`config.mk`:
```
export PLATFORM = sky130hd
export DESIGN_NAME = truth_table_sequencer_flat
export DESIGN_NICKNAME = d
export VERILOG_FILES = /design/src/rtl/truth_table_sequencer_pkg.sv /design/src/rtl/truth_table_sequencer_if.sv /design/src/rtl/truth_table_sequencer_dwell_timer.sv /design/src/rtl/truth_table_sequencer.sv /design/src/flat_wrapper.sv
export SDC_FILE = /design/constraint.sdc
export NUM_CORES = 1
export LEC_CHECK = 0
export CAP_MARGIN = 20
export CORE_MARGIN = 5
export CORE_UTILIZATION = 60
export CTS_BUF_LIST = sky130_fd_sc_hd__clkbuf_4
export CTS_CLUSTER_DIAMETER = 50
export CTS_CLUSTER_SIZE = 8
export DETAILED_ROUTE_END_ITERATION = 6
export GPL_ROUTABILITY_DRIVEN = 0
export PLACE_DENSITY = 0.9
export SYNTH_ARGS = -nofsm -noshare
export SYNTH_HDL_FRONTEND = slang
export SYNTH_SLANG_ARGS = --single-unit
```
`constraint.sdc`:
```
create_clock -name clk -period 4.1 [get_ports clk]
set_input_delay 0.82 -clock clk [delete_from_list [all_inputs] [get_ports clk]]
set_output_delay 0.82 -clock clk [all_outputs]
set_load 0.03 [all_outputs]
```
`src/rtl/truth_table_sequencer_pkg.sv`:
```
// Shared types and constants for the truth-table self-test sequencer.
package truth_table_pkg;

  localparam int         VEC_W     = 3;
  localparam logic [7:0] SILLY_EXP = 8'h31;

  typedef enum logic [1:0] {
    IDLE = 2'd0,
    RUN  = 2'd1,
    DONE = 2'd2
  } state_t;

endpackage

```
`src/rtl/truth_table_sequencer_if.sv`:
```
// Control, stimulus and result signals between a test host and the sequencer.
interface truth_table_sequencer_if;
  import truth_table_pkg::*;

  logic             start;
  logic             abort;
  logic [VEC_W-1:0] dut_in;
  logic             dut_y;
  logic             busy;
  logic             done;
  logic             pass;
  logic [3:0]       err_count;
  logic [7:0]       captured;

  modport master (
    output start, abort, dut_y,
    input  dut_in, busy, done, pass, err_count, captured
  );

  modport slave (
    input  start, abort, dut_y,
    output dut_in, busy, done, pass, err_count, captured
  );

endinterface

```
`src/rtl/truth_table_sequencer_dwell_timer.sv`:
```
// 8-bit dwell counter; expire marks the last cycle a vector is held.
module dwell_timer #(
  parameter int unsigned DWELL = 4
) (
  input  logic clk,
  input  logic rst_n,
  input  logic clear,
  input  logic en,
  output logic expire
);

  localparam logic [7:0] LAST = 8'(DWELL - 1);

  logic [7:0] r_cnt;

  assign expire = (r_cnt == LAST);

  // NOTE: state is written with <= only, so every register sees pre-edge values of its neighbours.
  always_ff @(posedge clk or negedge rst_n) begin
    if (!rst_n) begin
      r_cnt <= '0;
    end else if (clear) begin
      r_cnt <= '0;
    end else if (en) begin
      r_cnt <= expire ? '0 : r_cnt + 8'd1;
    end
  end

endmodule

```
`src/rtl/truth_table_sequencer.sv`:
```
// Sweeps all input vectors through the function block, compares against a golden table.
module truth_table_sequencer
  import truth_table_pkg::*;
#(
  parameter int unsigned DWELL     = 4,
  parameter logic [7:0]  EXP_TABLE = SILLY_EXP
) (
  input logic                    clk,
  input logic                    rst_n,
  truth_table_sequencer_if.slave bus
);

  state_t           r_state;
  logic [VEC_W-1:0] r_index;
  logic [VEC_W-1:0] r_dut_in;
  logic             r_busy;
  logic             r_done;
  logic             r_pass;
  logic [3:0]       r_err;
  logic [7:0]       r_captured;

  logic       w_in_run;
  logic       w_expire;
  logic       w_mismatch;
  logic [3:0] w_err_next;

  assign w_in_run   = (r_state == RUN);
  assign w_mismatch = (bus.dut_y != EXP_TABLE[r_index]);
  assign w_err_next = r_err + {3'b000, w_mismatch};

  // Held at zero outside RUN, so a fresh sweep always starts a full dwell.
  dwell_timer #(.DWELL(DWELL)) u_dwell_timer (
    .clk    (clk),
    .rst_n  (rst_n),
    .clear  (!w_in_run || bus.abort),
    .en     (w_in_run),
    .expire (w_expire)
  );

  // NOTE: every register, results included, is cleared by the async reset so no partial sweep survives it.
  always_ff @(posedge clk or negedge rst_n) begin
    if (!rst_n) begin
      r_state    <= IDLE;
      r_index    <= '0;
      r_dut_in   <= '0;
      r_busy     <= 1'b0;
      r_done     <= 1'b0;
      r_pass     <= 1'b0;
      r_err      <= '0;
      r_captured <= '0;
    end else begin
      case (r_state)
        IDLE, DONE: begin
          if (bus.start) begin
            r_state    <= RUN;
            r_index    <= '0;
            r_dut_in   <= '0;
            r_busy     <= 1'b1;
            r_done     <= 1'b0;
            r_pass     <= 1'b0;
            r_err      <= '0;
            r_captured <= '0;
          end
        end
        RUN: begin
          if (bus.abort) begin
            r_state  <= IDLE;
            r_dut_in <= '0;
            r_busy   <= 1'b0;
          end else if (w_expire) begin
            r_captured[r_index] <= bus.dut_y;
            r_err               <= w_err_next;
            if (r_index == {VEC_W{1'b1}}) begin
              r_state  <= DONE;
              r_dut_in <= '0;
              r_busy   <= 1'b0;
              r_done   <= 1'b1;
              r_pass   <= (w_err_next == 4'd0);
            end else begin
              r_index  <= r_index + 1'b1;
              r_dut_in <= r_index + 1'b1;
            end
          end
        end
        default: r_state <= IDLE;
      endcase
    end
  end

  assign bus.dut_in    = r_dut_in;
  assign bus.busy      = r_busy;
  assign bus.done      = r_done;
  assign bus.pass      = r_pass;
  assign bus.err_count = r_err;
  assign bus.captured  = r_captured;

endmodule

```
`src/flat_wrapper.sv`:
```
// flat-port wrapper written by rule: the top's interface ports become plain ports
module truth_table_sequencer_flat import truth_table_pkg::*;
#(
  parameter int unsigned DWELL     = 4,
  parameter logic [7:0]  EXP_TABLE = SILLY_EXP
)
  (clk, rst_n, bus_start, bus_abort, bus_dut_y, bus_dut_in, bus_busy, bus_done, bus_pass, bus_err_count, bus_captured);
  truth_table_sequencer_if bus_i ();
  input logic clk;
  input logic rst_n;
  input wire logic [$bits(bus_i.start)-1:0] bus_start;
  input wire logic [$bits(bus_i.abort)-1:0] bus_abort;
  input wire logic [$bits(bus_i.dut_y)-1:0] bus_dut_y;
  output wire logic [$bits(bus_i.dut_in)-1:0] bus_dut_in;
  output wire logic [$bits(bus_i.busy)-1:0] bus_busy;
  output wire logic [$bits(bus_i.done)-1:0] bus_done;
  output wire logic [$bits(bus_i.pass)-1:0] bus_pass;
  output wire logic [$bits(bus_i.err_count)-1:0] bus_err_count;
  output wire logic [$bits(bus_i.captured)-1:0] bus_captured;
  assign bus_i.start = bus_start;
  assign bus_i.abort = bus_abort;
  assign bus_i.dut_y = bus_dut_y;
  assign bus_dut_in = bus_i.dut_in;
  assign bus_busy = bus_i.busy;
  assign bus_done = bus_i.done;
  assign bus_pass = bus_i.pass;
  assign bus_err_count = bus_i.err_count;
  assign bus_captured = bus_i.captured;
  truth_table_sequencer #(.DWELL(DWELL), .EXP_TABLE(EXP_TABLE)) u_core (.clk(clk), .rst_n(rst_n), .bus(bus_i));
endmodule
```
==> results.tsv <==
stage	metric	value	unit
status	status	completed	
synth	most frequent cell after synthesis	dfrtp_1	
worst_setup_path	r2r startpoint	u_core.r_index[1]$_DFFE_PN0P_	
worst_setup_path	WS Path Type	reg -> reg	
synth	Synth Area in Adders	0.04563	
cts	Setup Buffers After CTS	0	
floorplanning	initial core utilization	0.6125	
sta	Final Skew	8.884	ps
grt	global route total overflow	0	
detailed_routing	Wirelength per Cell	16.17	µm
synth	mux contribution to synthesized area	0	
sta	Setup TNS	0	ps
detailed_routing	via count	1312	
detailed_routing	Total Wirelength	3364	µm
cts	CTS tree	built	
placement	hpwl dp	2409	µm
power	Pwr Density	443.3	mW/mm²
finish	Area Overhead vs Synth	16.50	%
synth	Synth area leader	dfrtp_1	
finish	post-route cell area	0.001917	mm²
floorplanning	Rows	19	
cts	# hold bufs at CTS	0	
synth	post-synth net total	163	
synth	Mapped Avg Cell Area	10.82	µm²
worst_setup_path	Data arrival, critical path	3020	ps
sta	Final Setup Violations	0	
finish	layout filler cell count	201	
placement	placed instance area	0.001841	mm²
cts	TritonCTS Sinks	31	
grt	vias in the first global route	1306	
synth	Post-synth top cells	31 x dfrtp_1, 14 x o21ai_0, 11 x nor2_1, 9 x o31ai_1, 8 x nand2_1	
finish	Final #Nets	187	
worst_setup_path	FF-to-FF setup slack	1320	ps
cts	CTS buffer count	5	
worst_hold_path	Hold Crit Depth	1	
grt	initial antenna violation count	0	
synth	Post-synth ARST share	1.000	
sta	Slew HR	0.2818	
synth	EDFF count, synth	0	
cts	clk slew on worst S/H paths	100	ps
synth	xor/xnor share of the synthesized area	0.04791	
synth	ys flop type	dfrtp_1	
worst_setup_path	CP Data Required Time	4340	ps
worst_setup_path	startpoint types	flop	
sta	max frequency	360.3	MHz
synth	largest family of logic cells by synthesized area	compound AO/OA/AOI/OAI gates	
synth	Mapped Cells	152	
detailed_routing	post-route ant nets	0	
placement	dpl ws	1172	ps
worst_setup_path	CP max FO	12	
synth	Simple-Gate Fraction of Synth Area	0.1673	
worst_setup_path	crit path to	u_core.bus.pass$_DFFE_PN0P_	
sta	Worst-Margin Slew	1077	ps
sta	post-layout min period	2776	ps
grt	largest net degree at the start of global routing	32	
detailed_routing	Pre-antenna DRT Iters	4	
sta	RSZ-0062 raised after global routing	false	
cts	CTS Buffer Depth	2	
finish	layout cell share with drive strength beyond 1	0.1017	
worst_setup_path	CP endpoint kind	flop	
sta	Pins Over Slew Limit	0	
cts	htree depth	2	
worst_hold_path	hold path startpoint	u_core.u_dwell_timer.r_cnt[0]$_DFFE_PN0P_	
synth	Netlist Area Pre-Place	0.001645	mm²
synth	Synth Area in Compound Gates	0.2152	
floorplanning	Core Box Area	0.002686	mm²
cts	post-cts resize count	0	
grt	global-route wire length before repair	6003	µm
detailed_routing	DRC violations left	0	
power	VDD IR max	0.3791	mV
synth	distinct cell type count after synthesis	43	
flow_run	MaxCap Viol Count	0	
worst_setup_path	R2R cell count	8	
worst_hold_path	worst hold path class	reg -> reg	
detailed_routing	number of vias per cell	6.308	
sta	setup ws final	1324	ps
floorplanning	num ports	23	
cts	clk root buf	clkbuf_4	
placement	IO buf count	22	
sta	period utilisation layout	0.6770	
synth	Seq cells post-synth	31	
worst_setup_path	Reg-to-Reg End	u_core.bus.pass$_DFFE_PN0P_	
finish	antenna cells	0	
grt	GR Util All Layers	0.1884	
worst_setup_path	Worst setup startpoint	u_core.r_index[1]$_DFFE_PN0P_	
synth	Ys Warns	0	
finish	FF/Latch Area	775.7	µm²
synth	top cells by area, synth	dfrtp_1 47%, ha_1 4.6%, o21ai_0 4.3%	
sta	Fin. Hold Viols	0	
power	leakage	0.8313	nW
synth	Seq/Total Area, Yosys	0.4715	
synth	post-synth top area share	0.4715	
detailed_routing	DR iter-0 viols	49	
floorplanning	die span in y	62.37	µm
finish	area of the multi-input gates	783.3	µm²
cts	worst skew pair latency	330	ps
floorplanning	die area	0.003889	mm²
floorplanning	Die X	62.37	µm
## cell families (layout without fill, tap and decap cells)
group,after synthesis,count (layout)
compound gates,50,50
simple gates,46,46
flops,31,31
buf+inv,10,35
xor+xnor,9,9
fa+ha+maj,6,6
## layout by cell type (no fill, tap or decap), types with 2 or more instances in the layout
cell              n
dfrtp_1          31
clkdlybuf4s50_1  22
o21ai_0          14
nor2_1           11
o31ai_1           9
nand2_1           8
a31oi_1           7
ha_1              6
nand3_1           5
xor2_1            5
clkbuf_4          5
inv_1             4
xnor2_1           4
a21oi_1           4
nor2b_1           3
o22ai_1           2
nor3b_1           2
and3_1            2
a21o_1            2
and2_1            2
nand4_1           2
a22o_1            2
o2bb2ai_1         2
## worst min path at each step
stage               slack [ps]                                         to
finish                     470  u_core.u_dwell_timer.r_cnt[0]$_DFFE_PN0P_
global route               480  u_core.u_dwell_timer.r_cnt[0]$_DFFE_PN0P_
CTS                        470  u_core.u_dwell_timer.r_cnt[0]$_DFFE_PN0P_
detailed placement         460  u_core.u_dwell_timer.r_cnt[0]$_DFFE_PN0P_
global placement           450  u_core.u_dwell_timer.r_cnt[0]$_DFFE_PN0P_
floorplan                  430  u_core.u_dwell_timer.r_cnt[0]$_DFFE_PN0P_
## cell type report
class                   count  area share
repair buffers             23      0.1188
clock buffers               5     0.01958
multi-input cells         111      0.4086
well taps                  31     0.02023
flip-flops and latches     31      0.4047
inverters                   4    0.007833
clock inverters             3     0.02023
## flip-flops by register name, indices dropped and copies added, names as in the netlist
| name | count |
|---|---|
| u_core.bus.busy | 1 |
| u_core.bus.captured | 8 |
| u_core.bus.done | 1 |
| u_core.bus.dut_in | 3 |
| u_core.bus.err_count | 4 |
| u_core.bus.pass | 1 |
| u_core.r_index | 3 |
| u_core.r_state | 2 |
| u_core.u_dwell_timer.r_cnt | 8 |
## critical path, stage by stage (launching register included)
cell	delay, ps
dfrtp_1	570
inv_1	170
ha_1	210
a21boi_0	260
xnor2_1	100
ha_1	210
ha_1	300
or4_1	550
o41ai_2	320
## power by group
part | total, mW | leakage (nW) | internal, mW | switching [mW]
Sequential | 0.364 | 0.423 | 0.334 | 0.0305
Clock | 0.233 | 0.0426 | 0.125 | 0.108
Combinational | 0.252 | 0.366 | 0.0967 | 0.155
## layer usage
layer / GRT usage / part of all wire / vias to the layer above
met5: 0 / 0 / -
met4: 0.07692 / 0.014 / 0
met2: 0.3096 / 0.51 / 48
met3: 0.06667 / 0.054 / 4
li1: - / - / 610
met1: 0.2231 / 0.43 / 650
## through the flow
| stage | cells | util | hold slack [ps] | power [mW] |
|---|---|---|---|---|
| 2_1_floorplan | 152 | - | 425.1 | 0.5452 |
| 3_3_place_gp | 200 | 0.6851 | 445.2 | 0.6119 |
| 3_5_place_dp | 200 | 0.6851 | 459.1 | 0.6196 |
| 4_1_cts | 208 | 0.7136 | 473.2 | 0.8517 |
| 5_1_grt | 208 | 0.7136 | 484.9 | 0.8986 |
| 6_report | 208 | 0.7136 | 471.0 | 0.8497 |
(Power assumes the default switching activity.)
